==> src/rtl/cycle_mover.sv <==
// Light-cycle motion and collision controller: advances both heads once per tick,
// checks walls, trails and head contact through the trace memory, then strobes writes or ends the round.
module cycle_mover #(
   parameter int unsigned GRID_W      = 640,
   parameter int unsigned GRID_H      = 480,
   parameter int unsigned TICK_CYCLES = 1_000_000,
   parameter int unsigned START_X1    = 160,
   parameter int unsigned START_Y1    = 240,
   parameter int unsigned START_X2    = 480,
   parameter int unsigned START_Y2    = 240
) (
   input  logic       clock,
   input  logic       reset,
   input  logic       start,
   input  logic [1:0] dir1,
   input  logic       dir1_valid,
   input  logic [1:0] dir2,
   input  logic       dir2_valid,
   output logic [9:0] new_x1,
   output logic [9:0] new_y1,
   output logic [9:0] new_x2,
   output logic [9:0] new_y2,
   output logic       en_cond,
   output logic       en_cond2,
   output logic [9:0] qry_x,
   output logic [9:0] qry_y,
   input  logic       qry_hit,
   output logic       crashed1,
   output logic       crashed2,
   output logic       game_over
);
   localparam int unsigned CW    = 10;
   localparam int unsigned CNT_W = (TICK_CYCLES > 1) ? $clog2(TICK_CYCLES) : 1;

   localparam logic [2:0] S_IDLE  = 3'd0;
   localparam logic [2:0] S_WRITE = 3'd1;
   localparam logic [2:0] S_WAIT  = 3'd2;
   localparam logic [2:0] S_CHK1  = 3'd3;
   localparam logic [2:0] S_CHK2  = 3'd4;
   localparam logic [2:0] S_EVAL  = 3'd5;
   localparam logic [2:0] S_OVER  = 3'd6;

   localparam logic [1:0] D_UP    = 2'b00;
   localparam logic [1:0] D_RIGHT = 2'b01;
   localparam logic [1:0] D_DOWN  = 2'b10;
   localparam logic [1:0] D_LEFT  = 2'b11;

   logic [2:0]       state, state_nx;
   logic [CNT_W-1:0] cnt, cnt_nx;
   logic [1:0]       cur1, cur1_nx, cur2, cur2_nx;
   logic [1:0]       pend1, pend1_nx, pend2, pend2_nx;
   logic [1:0]       pend1_upd, pend2_upd;
   logic [CW-1:0]    nx1, nx1_nx, ny1, ny1_nx, nx2, nx2_nx, ny2, ny2_nx;
   logic             wall1, wall1_nx, wall2, wall2_nx, hit1, hit1_nx;
   logic [CW-1:0]    new_x1_nx, new_y1_nx, new_x2_nx, new_y2_nx, qry_x_nx, qry_y_nx;
   logic             en_cond_nx, en_cond2_nx, crashed1_nx, crashed2_nx, game_over_nx;
   logic [2*CW:0]    step1, step2;
   logic             head_on, swap, crash1, crash2;

   // One grid step in direction d: {off_grid, x', y'}
   function automatic logic [2*CW:0] step_cell(input logic [1:0] d, input logic [CW-1:0] x,
                                               input logic [CW-1:0] y);
      logic          w;
      logic [CW-1:0] sx, sy;
      w  = 1'b0;
      sx = x;
      sy = y;
      case (d)
         D_UP:    begin w = (y == '0);                sy = y - CW'(1); end
         D_RIGHT: begin w = (x == CW'(GRID_W - 1));   sx = x + CW'(1); end
         D_DOWN:  begin w = (y == CW'(GRID_H - 1));   sy = y + CW'(1); end
         default: begin w = (x == '0);                sx = x - CW'(1); end
      endcase
      return {w, sx, sy};
   endfunction

   // A request reversing the current heading is dropped
   assign pend1_upd = (dir1_valid && (dir1 != (cur1 ^ 2'b10))) ? dir1 : pend1;
   assign pend2_upd = (dir2_valid && (dir2 != (cur2 ^ 2'b10))) ? dir2 : pend2;
   assign step1     = step_cell(pend1_upd, new_x1, new_y1);
   assign step2     = step_cell(pend2_upd, new_x2, new_y2);

   assign head_on = (nx1 == nx2) && (ny1 == ny2);
   assign swap    = (nx1 == new_x2) && (ny1 == new_y2) && (nx2 == new_x1) && (ny2 == new_y1);
   assign crash1  = wall1 | hit1 | head_on | swap;
   assign crash2  = wall2 | qry_hit | head_on | swap;

   always_comb begin
      state_nx     = state;
      cnt_nx       = cnt;
      cur1_nx      = cur1;
      cur2_nx      = cur2;
      pend1_nx     = pend1_upd;
      pend2_nx     = pend2_upd;
      nx1_nx       = nx1;
      ny1_nx       = ny1;
      nx2_nx       = nx2;
      ny2_nx       = ny2;
      wall1_nx     = wall1;
      wall2_nx     = wall2;
      hit1_nx      = hit1;
      new_x1_nx    = new_x1;
      new_y1_nx    = new_y1;
      new_x2_nx    = new_x2;
      new_y2_nx    = new_y2;
      qry_x_nx     = qry_x;
      qry_y_nx     = qry_y;
      en_cond_nx   = 1'b0;
      en_cond2_nx  = 1'b0;
      crashed1_nx  = crashed1;
      crashed2_nx  = crashed2;
      game_over_nx = game_over;

      case (state)
         S_IDLE: begin
            if (start) begin
               state_nx    = S_WRITE;
               en_cond_nx  = 1'b1;
               en_cond2_nx = 1'b1;
            end
         end
         S_WRITE: begin
            state_nx = S_WAIT;
            cnt_nx   = CNT_W'(TICK_CYCLES - 1);
         end
         S_WAIT: begin
            if (cnt == '0) begin
               state_nx                   = S_CHK1;
               cur1_nx                    = pend1_upd;
               cur2_nx                    = pend2_upd;
               {wall1_nx, nx1_nx, ny1_nx} = step1;
               {wall2_nx, nx2_nx, ny2_nx} = step2;
               qry_x_nx                   = step1[2*CW-1:CW];
               qry_y_nx                   = step1[CW-1:0];
            end else begin
               cnt_nx = cnt - CNT_W'(1);
            end
         end
         S_CHK1: begin
            state_nx = S_CHK2;
            qry_x_nx = nx2;
            qry_y_nx = ny2;
         end
         S_CHK2: begin
            state_nx = S_EVAL;
            hit1_nx  = qry_hit;
         end
         S_EVAL: begin
            if (crash1 || crash2) begin
               state_nx     = S_OVER;
               crashed1_nx  = crashed1 | crash1;
               crashed2_nx  = crashed2 | crash2;
               game_over_nx = 1'b1;
            end else begin
               state_nx    = S_WRITE;
               new_x1_nx   = nx1;
               new_y1_nx   = ny1;
               new_x2_nx   = nx2;
               new_y2_nx   = ny2;
               en_cond_nx  = 1'b1;
               en_cond2_nx = 1'b1;
            end
         end
         S_OVER: begin
            if (start) begin
               state_nx     = S_IDLE;
               new_x1_nx    = CW'(START_X1);
               new_y1_nx    = CW'(START_Y1);
               new_x2_nx    = CW'(START_X2);
               new_y2_nx    = CW'(START_Y2);
               cur1_nx      = D_RIGHT;
               cur2_nx      = D_LEFT;
               pend1_nx     = D_RIGHT;
               pend2_nx     = D_LEFT;
               crashed1_nx  = 1'b0;
               crashed2_nx  = 1'b0;
               game_over_nx = 1'b0;
            end
         end
         default: state_nx = S_IDLE;
      endcase
   end

   always_ff @(posedge clock or posedge reset) begin
      if (reset) begin
         state     <= S_IDLE;
         cnt       <= '0;
         cur1      <= D_RIGHT;
         cur2      <= D_LEFT;
         pend1     <= D_RIGHT;
         pend2     <= D_LEFT;
         nx1       <= '0;
         ny1       <= '0;
         nx2       <= '0;
         ny2       <= '0;
         wall1     <= 1'b0;
         wall2     <= 1'b0;
         hit1      <= 1'b0;
         new_x1    <= CW'(START_X1);
         new_y1    <= CW'(START_Y1);
         new_x2    <= CW'(START_X2);
         new_y2    <= CW'(START_Y2);
         qry_x     <= '0;
         qry_y     <= '0;
         en_cond   <= 1'b0;
         en_cond2  <= 1'b0;
         crashed1  <= 1'b0;
         crashed2  <= 1'b0;
         game_over <= 1'b0;
      end else begin
         state     <= state_nx;
         cnt       <= cnt_nx;
         cur1      <= cur1_nx;
         cur2      <= cur2_nx;
         pend1     <= pend1_nx;
         pend2     <= pend2_nx;
         nx1       <= nx1_nx;
         ny1       <= ny1_nx;
         nx2       <= nx2_nx;
         ny2       <= ny2_nx;
         wall1     <= wall1_nx;
         wall2     <= wall2_nx;
         hit1      <= hit1_nx;
         new_x1    <= new_x1_nx;
         new_y1    <= new_y1_nx;
         new_x2    <= new_x2_nx;
         new_y2    <= new_y2_nx;
         qry_x     <= qry_x_nx;
         qry_y     <= qry_y_nx;
         en_cond   <= en_cond_nx;
         en_cond2  <= en_cond2_nx;
         crashed1  <= crashed1_nx;
         crashed2  <= crashed2_nx;
         game_over <= game_over_nx;
      end
   end

endmodule

==> config.mk <==
export PLATFORM = sky130hd
export DESIGN_NAME = cycle_mover
export DESIGN_NICKNAME = d
export VERILOG_FILES = /design/src/rtl/cycle_mover.sv
export SDC_FILE = /design/constraint.sdc
export NUM_CORES = 1
export LEC_CHECK = 0
export ABC_AREA = 0
export BUFFER_PORTS_ARGS = -buffer_cell sky130_fd_sc_hd__buf_2
export CORE_ASPECT_RATIO = 0.75
export CORE_MARGIN = 2
export CORE_UTILIZATION = 65
export CTS_BUF_LIST = sky130_fd_sc_hd__clkbuf_8
export DETAILED_ROUTE_END_ITERATION = 10
export PLACE_DENSITY = 0.86
export REMOVE_ABC_BUFFERS = 1
export SYNTH_ARGS = -nofsm -noshare
export SYNTH_HDL_FRONTEND = slang
export SYNTH_SLANG_ARGS = --single-unit
==> constraint.sdc <==
create_clock -name clock -period 9.1 [get_ports clock]
set_input_delay 0.91 -clock clock [delete_from_list [all_inputs] [get_ports clock]]
set_output_delay 0.91 -clock clock [all_outputs]
set_load 0.005 [all_outputs]
==> results.txt, run 1 <==
total gr overflow: 0
via/cell ratio: 6.559
post-CTS setup buffers: 0
Buffers on Ports: 74
Area Overhead vs Synth: 10.57%
Slew Viols, Final: 0
Die Ht: 104.9 um
RSZ-0062 raised after global routing: no
layout cell share with drive strength beyond 1: 14.70%
nets: 1075
# diodes: 0
clock share of power: 19.0%
Lkg Pwr: 4.206 nW
ys async rst share: 100.0%
Synth Register Bits: 138
Logic pwr share: 46.2%
Global Route Usage Sum: 34.53%
post-synthesis sequential area ratio: 39.39%
worst-path fanout max: 31
Syn Std Cell Area: 8831 um2
I/O pins: 75
P_int: 1.733 mW
initial core utilization: 67.37%
startpoint types: input port
wire per inst: 20.27 um
largest cells by area after synthesis: dfrtp_1 33%, xnor2_1 7.3%, dfstp_2 6.0%
FP Rows: 36
drt drc: 0
setup tns final: 0 ns
die area: 14540 um2
sequential group share of total power: 34.7%
Setup WS post-layout: 5.183 ns
WP data required: 9.43 ns
cts repair resizes: 0
area share of the leading cell type in the synthesized netlist: 33.44%
Synth area leader: dfrtp_1
drt initial violations: 813
Commonest cells post-synth: 118 x dfrtp_1, 111 x nand2_1, 74 x xnor2_1
HP Class: reg -> reg
Avg Inst Size Synth: 9.095 um2
worst path cell trace: buf_2 -> xnor2_1 -> nor2_1 -> o22ai_2 -> buf_4 -> nand2_1 -> ha_1 -> a21o_1 -> nand2_1 -> or4b_2 -> a41oi_1 -> or4_1 -> o2111a_1 -> nand2_1
most frequent cell after synthesis: dfrtp_1
Crit Path Class: in -> reg
number of synthesized flops with an enable pin: 0
Final period util: 43.04%
gpl congestion: 0.9806
maximum VDD drop: 0.0002205 V
vias in the first global route: 7357
skew final: 0.01825 ns
Final Hold Slack: 0.4848 ns
pre-CTS setup slack: 4.787 ns
H-tree Lvls: 4
Worst setup EP type: flip-flop
global-route wire length before repair: 39.45 mm
Final setup viols: 0
sw frac: 42.47%
final hold vios: 0
initial antenna violation count: 0
first drt pass iteration count: 6
slowest stage delay, CP: 0.61 ns
Switching Power: 1.279 mW
TritonCTS clock tree: done
buffer depth of the longest clock path: 2
CP dominant cell by count: nand2_1
Core ar.: 13110 um2
Pwr Density: 308.5 nW/um2
status: finished, final reports clean
largest net degree at the start of global routing: 81
Cells after Synth: 971
hold_buf cts: 0
Worst-path clk slew: 0.08 ns
worst skew pair latency: 0.45 ns
Slew headroom: 33.08%
routed wire length: 24.57 mm
post-route antenna net violation count: 0
cts bufs inserted: 17
Root Buffer: clkbuf_8
critical path arrival: 4.25 ns
Primary FF master, synth: dfrtp_1
Final min period: 3.917 ns
post-DP HPWL: 16.85 mm
Ys Warns: 0
Max Clock Freq: 0.2553 GHz
actual slew at the worst max-slew pin: 1.004 ns
max_cap viols: 0
Num Clock Sinks: 138
Die Wd: 138.6 um
number of distinct library cells after synthesis: 67
DR vias: 7950
Crit-path slowest cell: or4b_2
-- path summary, 6_finish.rpt --
| kind | startpoint | endpoint | slack [ns] | cells after the start |
|---|---|---|---|---|
| max reg2reg | cur2[1] | nx2[9] | 5.26 | 13 |
| min in group asynchronous | reset | cnt[5] | 0.50 | 2 |
| max in group asynchronous | reset | ny2[0] | 7.20 | 3 |
| min | crashed2 | crashed2 | 0.48 | 1 |
| min reg2reg | crashed2 | crashed2 | 0.48 | 1 |
| max | dir2[1] | nx2[9] | 5.18 | 14 |
-- layout by cell type, fill, tap and decap left out, drive strengths merged, types with 4 or more instances in the layout --
| master | count |
|---|---|
| dfrtp | 118 |
| nand2 | 111 |
| buf | 85 |
| xnor2 | 74 |
| inv | 60 |
| o21ai | 60 |
| nor2 | 51 |
| a21oi | 42 |
| ha | 33 |
| xor2 | 32 |
| mux2i | 32 |
| nor3 | 30 |
| nand4 | 26 |
| nor4 | 24 |
| nand2b | 21 |
| nand3 | 21 |
| dfstp | 20 |
| a211oi | 19 |
| clkbuf | 17 |
| a21o | 16 |
| mux2 | 15 |
| a22oi | 13 |
| nor2b | 11 |
| or3 | 11 |
| o211ai | 10 |
| or4 | 7 |
| a31oi | 7 |
| o21a | 6 |
| and2 | 5 |
| bufinv | 5 |
| and3 | 4 |
| o31ai | 4 |
| a221o | 4 |
| fa | 4 |
| o22ai | 4 |
| clkinv | 4 |
-- critical path, delay by kind of cell --
kind / cells / cell delay, ns
adders and majority gates: 1 / 0.42
AOI/OAI and AO/OA: 4 / 0.91
and+or+nand+nor: 6 / 1.33
buffers and inverters: 2 / 0.47
xor gates and xnor gates: 1 / 0.20
-- power groups by stage --
stage          clock network, mW  registers [mW]  logic, mW
2_1_floorplan                  0           0.970       1.00
5_1_grt                    0.603            1.06       1.54
6_report                   0.574            1.05       1.39
3_3_place_gp                   0            1.04       1.31
4_1_cts                    0.574            1.03       1.37
3_5_place_dp                   0            1.04       1.36
-- cell families (layout without fill, tap and decap cells) --
family	after synthesis	count (layout)	synth area share, %
AO/OA/AOI/OAI	203	203	14.69
flip-flops	138	138	39.39
multiplexers	47	47	5.540
buffers and inverters	103	173	4.676
XOR/XNOR	106	106	10.51
adder cells (fa/ha/maj)	37	37	5.582
AND/OR/NAND/NOR	337	337	19.61
-- sequential cells by signal, summed over array words and instances, names as in the netlist, 3 cells and up --
signal / count
new_x1: 10
qry_y: 10
ny1: 10
cnt: 20
new_y1: 10
new_x2: 10
ny2: 10
state: 3
new_y2: 10
qry_x: 10
nx1: 10
nx2: 10
-- routing by layer --
layer  GRT usage (%)  wire, um  up-vias
met5               0         0        -
met4           11.59       689        0
met3           8.524      2974       75
met2           50.00     10520      507
met1           50.91     10390     3800
li1                -         -     3568
-- area by class of cell --
class / instances / area, um2
multi-input cells: 730 / 4959
flip-flops and latches: 138 / 3478
fillers: 917 / 3343
repair buffers: 85 / 452.9
clock buffers: 17 / 234.0
inverters: 56 / 215.2
well taps: 171 / 214.0
clock inverters: 15 / 211.5
-- stage by stage --
step	cells	power, mW	instance area, um2	util (%)
6_report	1212	3.012	9764	74.49
5_1_grt	1212	3.204	9764	74.49
4_1_cts	1212	2.975	9764	74.49
3_5_place_dp	1180	2.398	9319	71.10
3_3_place_gp	1180	2.345	9319	71.10
2_1_floorplan	924	1.970	8628	-
Power figures use the tool's default switching activity.
==> run 2: changes to the inputs <==
--- a/config.mk
+++ b/config.mk
@@ -5,14 +5,14 @@
 export SDC_FILE = /design/constraint.sdc
 export NUM_CORES = 1
 export LEC_CHECK = 0
-export ABC_AREA = 0
+export ABC_AREA = 1
 export BUFFER_PORTS_ARGS = -buffer_cell sky130_fd_sc_hd__buf_2
 export CORE_ASPECT_RATIO = 0.75
 export CORE_MARGIN = 2
-export CORE_UTILIZATION = 65
+export CORE_UTILIZATION = 63
 export CTS_BUF_LIST = sky130_fd_sc_hd__clkbuf_8
 export DETAILED_ROUTE_END_ITERATION = 10
-export PLACE_DENSITY = 0.86
+export PLACE_DENSITY = 0.83
 export REMOVE_ABC_BUFFERS = 1
 export SYNTH_ARGS = -nofsm -noshare
 export SYNTH_HDL_FRONTEND = slang
==> constraint.sdc (replaced) <==
create_clock -name clock -period 3.7 [get_ports clock]
set_input_delay 0.37 -clock clock [delete_from_list [all_inputs] [get_ports clock]]
set_output_delay 0.37 -clock clock [all_outputs]
set_load 0.005 [all_outputs]
==> run 2 against run 1 <==
  * The run now ends with design-rule violations left
  * Sequential share of layout area decreased by 2.8 points
  * Area after synthesis increased by 8.8%
  * Die area increased by 12%
  * Clock power increased by 140%
  * Cell count increased by 38%
  * Sequential power increased by 120%
  * Count of clock-buffer cells in the layout increased by 4
  * Via count increased by 26%
  * Wire length increased by 27%
  * Combinational power increased by 120%
  * Total power increased by 120%
  * Worst hold slack got worse by 0.29 ns
  * Largest power group unchanged
==> results.txt, run 2 <==
first drt pass iteration count: 9 (+3)
via/cell ratio: 5.987 (-8.7%)
Lkg Pwr: 5.517 nW (+31%)
Setup WS post-layout: 0.2643 ns (-4.919 ns)
Fillers: 1261 (+38%)
layout cell share with drive strength beyond 1: 12.51% (-2.2 points)
R2R cell count: 15 (+2)
WP data required: 4.05 ns (-5.38 ns)
cts bufs inserted: 17 (unchanged)
area of the multi-input gates: 5284 um2 (+6.6%)
status: finished, violations left
Largest register FFs: 20 (unchanged)
Ys Warns: 0 (unchanged)
Global Route Usage Sum: 39.06% (+4.5 points)
most frequent cell after synthesis: nand2_1
worst-path fanout max: 13 (-58%)
Root Buffer: clkbuf_8
TritonCTS clock tree: done
gpl congestion: 1.073 (+9.5%)
skew final: 0.01176 ns (-0.006488 ns)
initial core utilization: 63.70% (-3.7 points)
cts repair resizes: 0 (unchanged)
area share of the leading cell type in the synthesized netlist: 30.75% (-2.7 points)
worst skew pair latency: 0.47 ns (+0.02 ns)
Worst Setup EP: nx1[7]
die area: 16260 um2 (+12%)
DR vias: 10040 (+26%)
Area Overhead vs Synth: 10.40%
Pwr Density: 629.9 nW/um2 (+100%)
Core ar.: 15080 um2 (+15%)
Cells after Synth: 1386 (+43%)
HP Class: in -> reg
total gr overflow: 0 (unchanged)
initial antenna violation count: 0 (unchanged)
number of synthesized flops with an enable pin: 0 (unchanged)
Slew Viols, Final: 0 (unchanged)
start point of the critical path: cur1[0]
largest net degree at the start of global routing: 75 (-7.4%)
post-DP HPWL: 22.70 mm (+35%)
Seq. cell area: 3478 um2 (unchanged)
R2R Path Start: cur1[0]
Max Clock Freq: 0.2911 GHz
most common cell after layout, fill and taps aside: nand2_1
routed wire length: 31.28 mm (+27%)
Worst-path clk slew: 0.08 ns (about the same)
Synth area leader: dfrtp_1
number of distinct library cells after synthesis: 44 (-34%)
Final period util: 92.86%
pre-CTS setup slack: 0.3768 ns (-4.410 ns)
Die Ht: 110.9 um (+5.7%)
critical path arrival: 3.78 ns (-0.47 ns)
Crit Path Class: reg -> reg
maximum VDD drop: 0.0005556 V (+150%)
most frequent cells in the layout: 487 x nand2_1, 151 x inv_1, 118 x dfrtp_1, 99 x nand3_1, 95 x nor2_1
FF-to-FF End: nx1[7]
nets: 1505 (+40%)
max_cap viols: 0 (unchanged)
Buffers on Ports: 74 (unchanged)
Slew headroom: 36.98% (+3.9 points)
ys async rst share: 100.0% (unchanged)
H-tree Lvls: 4 (unchanged)
Worst setup EP type: flip-flop
# diodes: 0 (unchanged)
post-synthesis sequential area ratio: 36.22% (-3.2 points)
I/O pins: 75 (unchanged)
Num Clock Sinks: 138 (unchanged)
Final Hold Slack: 0.1915 ns (-0.2933 ns)
FP Rows: 39 (+8.3%)
Worst R2R Setup Slack: 0.26 ns (-5.00 ns)
buffer depth of the longest clock path: 2 (unchanged)
drt drc: 1 (+1)
failing checks: design-rule violations
drt initial violations: 1470 (+81%)
most flop-heavy register: cnt
Final setup viols: 0 (unchanged)
Syn Std Cell Area: 9604 um2 (+8.8%)
largest cells by area after synthesis: dfrtp_1 31%, nand2_1 19%, inv_1 5.9%
startpoint types: flip-flop
Synth Register Bits: 138 (unchanged)
vias in the first global route: 8926 (+21%)
global-route wire length before repair: 49.11 mm (+24%)
RSZ-0062 raised after global routing: no
wire per inst: 18.66 um (-7.9%)
Avg Inst Size Synth: 6.929 um2 (-24%)
Die Wd: 146.6 um (+5.8%)
Commonest cells post-synth: 487 x nand2_1, 152 x inv_1, 118 x dfrtp_1
actual slew at the worst max-slew pin: 0.9443 ns (-0.05946 ns)
post-route antenna net violation count: 0 (unchanged)
Final min period: 3.436 ns
Primary FF master, synth: dfrtp_1
final hold vios: 0 (unchanged)
## run 2: cell types whose count changed in the layout (fill, tap and decap cells not counted), sizes merged, moves of 19 or more
cell	change
o21ai	+26
a211oi	-19
nor2	+53
xnor2	-60
inv	+103
mux2i	-32
nand3	+79
nand2b	-20
nand4	+32
nand2	+379
## run 2: how the worst min path moves through the flow
stage                         start        end  slack (ns)  depth (start not counted)
after floorplan               wall1      wall1        0.45                          2
after global placement    game_over  game_over        0.45                          2
after detailed placement    cur2[1]    cur2[1]        0.47                          2
after CTS                     start   en_cond2        0.18                          3
after global routing          start   en_cond2        0.20                          3
final                         start   en_cond2        0.19                          3
## run 2: logic make-up (layout without fill, tap and decap cells)
group / count (synthesis) / after routing / synth area share (%)
and+or+nand+nor: 787 / 787 / 35.53
buffers and inverters: 204 / 289 / 8.859
AOI/OAI and AO/OA: 181 / 181 / 10.71
DFF: 138 / 138 / 36.22
xor gates and xnor gates: 39 / 39 / 3.557
adders and majority gates: 37 / 37 / 5.133
## run 2: critical path: stages, from the launching register on
cell and delay [ns]:
dfstp_2 0.55, xnor2_1 0.07, nand2_1 0.08, nand2_1 0.09
o21ai_2 0.50, nor2_1 0.20, inv_1 0.28, ha_1 0.34
a21oi_1 0.14, nand2_1 0.09, a21oi_1 0.32, o21ai_0 0.17
xor2_1 0.18, nand2_1 0.10, nand3_1 0.12, o21ai_0 0.08
## run 2: through the flow
step           utilization (%)  cell area [um2]  cells  TNS, ns  total power [mW]
2_1_floorplan                -             9365   1345   -40.96             4.258
3_3_place_gp             67.39            10160   1643        0             5.153
3_5_place_dp             67.39            10160   1643        0             5.229
4_1_cts                  70.32            10600   1676        0             6.591
5_1_grt                  70.32            10600   1676        0             7.132
6_report                 70.32            10600   1676        0             6.679
## run 2: layer usage
| layer | track usage, % | vias to the layer above | wire, um |
|---|---|---|---|
| li1 | - | 4680 | - |
| met1 | 59.59 | 4561 | 13120 |
| met2 | 53.18 | 728 | 12370 |
| met3 | 12.92 | 66 | 5190 |
| met4 | 9.838 | 0 | 597 |
| met5 | 0 | - | 0 |
## run 2: area by class of cell
cell class	instances	share of cell area [%]
Sequential cell	138	32.81
Multi-Input combinational cell	1044	49.83
Clock inverter	11	1.345
Inverter	163	5.818
Tap cell	205	2.419
Timing Repair Buffer	94	5.051
Clock buffer	21	2.726
## run 2: power by group
part           internal, mW  leakage, nW  switching (mW)
registers              1.90         1.53           0.388
logic                  1.11         3.79            1.93
clock network         0.734        0.206           0.623
total                  3.73         5.52            2.94
## run 2: repair_timing
item | 4_1_cts | 5_1_grt
hold buffers | 1 | 0
endpoints found under the setup margin | 0 | 0
setup buffers | 0 | 0
endpoints found under the hold margin | 13 | 0
==> run 3: changes to the inputs <==
--- a/config.mk
+++ b/config.mk
@@ -5,7 +5,6 @@
 export SDC_FILE = /design/constraint.sdc
 export NUM_CORES = 1
 export LEC_CHECK = 0
-export ABC_AREA = 1
 export BUFFER_PORTS_ARGS = -buffer_cell sky130_fd_sc_hd__buf_2
 export CORE_ASPECT_RATIO = 0.75
 export CORE_MARGIN = 2
==> run 3 against run 2 <==
  * The run now ends clean
  * Count of clock-buffer cells in the layout fell by 3
  * Cell count fell by 27%
  * Worst hold slack got worse by 0.16 ns
  * Sequential power rose by 12%
  * Clock skew rose by 0.00090 ns
  * Die area fell by 7.8%
  * Register-to-register slack got worse by 0.03 ns
  * Sequential share of layout area rose by 2.7 points
  * Largest power group unchanged
==> results.txt, run 3 (synthesized netlist as in run 1, its figures left out) <==
Post-Layout Cell Count: 1224 (-27%)
critical path arrival: 3.78 ns (about the same)
drt drc: 0 (-1)
Area Overhead vs Synth: 11.01%
Crit-path slowest cell: dfstp_2
Slew Viols, Final: 0 (unchanged)
startpoint types: flip-flop
worst skew pair latency: 0.45 ns (-0.02 ns)
Fillers: 1046 (-17%)
Final Hold Slack: 0.02953 ns (-0.1620 ns)
actual slew at the worst max-slew pin: 0.9491 ns (+0.004804 ns)
Final period util: 93.54% (+0.68 points)
post-CTS setup buffers: 0 (unchanged)
Placed Area: 9397 um2 (-7.5%)
first drt pass iteration count: 5 (-4)
setup tns final: 0 ns (unchanged)
die area: 14990 um2 (-7.8%)
H-tree Lvls: 4 (unchanged)
Core ar.: 13700 um2 (-9.1%)
maximum VDD drop: 0.0005553 V (about the same)
Final Core Density: 71.54% (+1.2 points)
status: finished, final reports clean
Worst setup EP type: flip-flop
Worst R2R Setup Slack: 0.24 ns (-0.03 ns)
largest net degree at the start of global routing: 80 (+6.7%)
drt initial violations: 744 (-49%)
Pwr Density: 745.8 nW/um2 (+18%)
I/O pins: 75 (unchanged)
routed wire length: 24.54 mm (-22%)
gpl congestion: 0.9280 (-14%)
TritonCTS clock tree: done
post-DP HPWL: 16.99 mm (-25%)
initial core utilization: 64.44% (+0.75 points)
final hold vios: 0 (unchanged)
global-route wire length before repair: 39.65 mm (-19%)
Die Wd: 140.7 um (-4.0%)
initial antenna violation count: 0 (unchanged)
Max Clock Freq: 0.2890 GHz (-0.72%)
most flop-heavy register: cnt
Crit Path Class: reg -> reg
Final min period: 3.461 ns (+0.02507 ns)
pre-CTS setup slack: 0.2472 ns (-0.1296 ns)
vias in the first global route: 7537 (-16%)
Buffers on Ports: 74 (unchanged)
skew final: 0.01266 ns (+0.0008964 ns)
# diodes: 0 (unchanged)
worst path cell trace: xor2_1 -> or2_2 -> a21o_1 -> nor2_1 -> inv_1 -> ha_1 -> a211oi_1 -> o21ai_1 -> a21oi_1 -> xor2_1 -> nor2_1 -> a211oi_1 -> nor3_1
Largest register FFs: 20 (unchanged)
Slew headroom: 35.09% (-1.9 points)
fin area: 9803 um2 (-7.5%)
Root Buffer: clkbuf_8
WP data required: 4.02 ns (-0.03 ns)
Global Route Usage Sum: 33.88% (-5.2 points)
RSZ-0062 raised after global routing: no
layout cell share with drive strength beyond 1: 15.82% (+3.3 points)
Final Power: 7.311 mW (+9.5%)
max_cap viols: 0 (unchanged)
cts bufs inserted: 17 (unchanged)
via/cell ratio: 6.486 (+8.3%)
Num Clock Sinks: 138 (unchanged)
delay-heaviest family, CP: compound AO/OA/AOI/OAI gates
Final setup viols: 0 (unchanged)
FP Rows: 37 (-5.1%)
worst-path fanout max: 8 (-5)
Worst-path clk slew: 0.09 ns (about the same)
placed insts: 1192 (-27%)
HP Class: in -> async
nets: 1083 (-28%)
slowest stage delay, CP: 0.57 ns (+0.02 ns)
buffer depth of the longest clock path: 2 (unchanged)
most common cell after layout, fill and taps aside: dfrtp_1
Lkg Pwr: 4.204 nW (-24%)
DR vias: 7939 (-21%)
wire per inst: 20.05 um (+7.4%)
post-route antenna net violation count: 0 (unchanged)
total gr overflow: 0 (unchanged)
Buf+Inv Stages, Crit Path: 1 (unchanged)
most frequent cells in the layout: 118 x dfrtp_1, 110 x nand2_1, 74 x xnor2_1, 74 x buf_2
Setup WS post-layout: 0.2392 ns (-0.02507 ns)
Die Ht: 106.5 um (-4.0%)
==> run 3: changes by cell type in the layout (fill, tap and decap cells not counted), sizes merged, moves of 16 or more <==
cell,previous run,this run
nand4,58,26
nor2,104,51
mux2i,0,32
nand2b,1,21
inv,163,59
nor3,13,30
xnor2,14,74
a211oi,0,19
a21o,0,16
nand2,490,111
o21ai,86,60
nand3,100,21
o211ai,26,10
==> run 3: cell type report <==
| cell class | instances | area, um2 | share of cell area (%) |
|---|---|---|---|
| Inverter | 56 | 215.2 | 2.195 |
| Sequential cell | 138 | 3478 | 35.48 |
| Multi-Input combinational cell | 730 | 4969 | 50.68 |
| Clock buffer | 18 | 247.7 | 2.527 |
| Tap cell | 175 | 219.0 | 2.234 |
| Timing Repair Buffer | 93 | 525.5 | 5.361 |
| Clock inverter | 14 | 148.9 | 1.519 |
==> run 3: path summary, 6_finish.rpt <==
check,start,to,cells after the start
min,reset,cnt[7],2
max reg2reg,cur1[0],qry_y[7],13
max,cur1[0],qry_y[7],13
max in group asynchronous,reset,new_x1[7],3
min in group clock,qry_hit,hit1,2
min reg2reg,wall1,wall1,2
==> run 3: repair_timing <==
action / CTS / global route
endpoints found under the setup margin: 0 / 6
resized for setup: 0 / 3
hold buffers: 0 / 0
==> run 3: where the power goes <==
| part | total (mW) | internal [mW] | switching [mW] | leakage [nW] |
|---|---|---|---|---|
| logic | 3.52 | 1.56 | 1.96 | 2.38 |
| registers | 2.55 | 1.95 | 0.596 | 1.64 |
| clock network | 1.25 | 0.618 | 0.628 | 0.185 |
==> run 3: routing by layer <==
metal,vias to the layer above,global-route usage (%),share of wire (%)
met3,48,8.784,11
met4,0,9.500,1.7
met5,-,0,0
met2,467,51.18,44
met1,3859,48.65,43
li1,3565,-,-
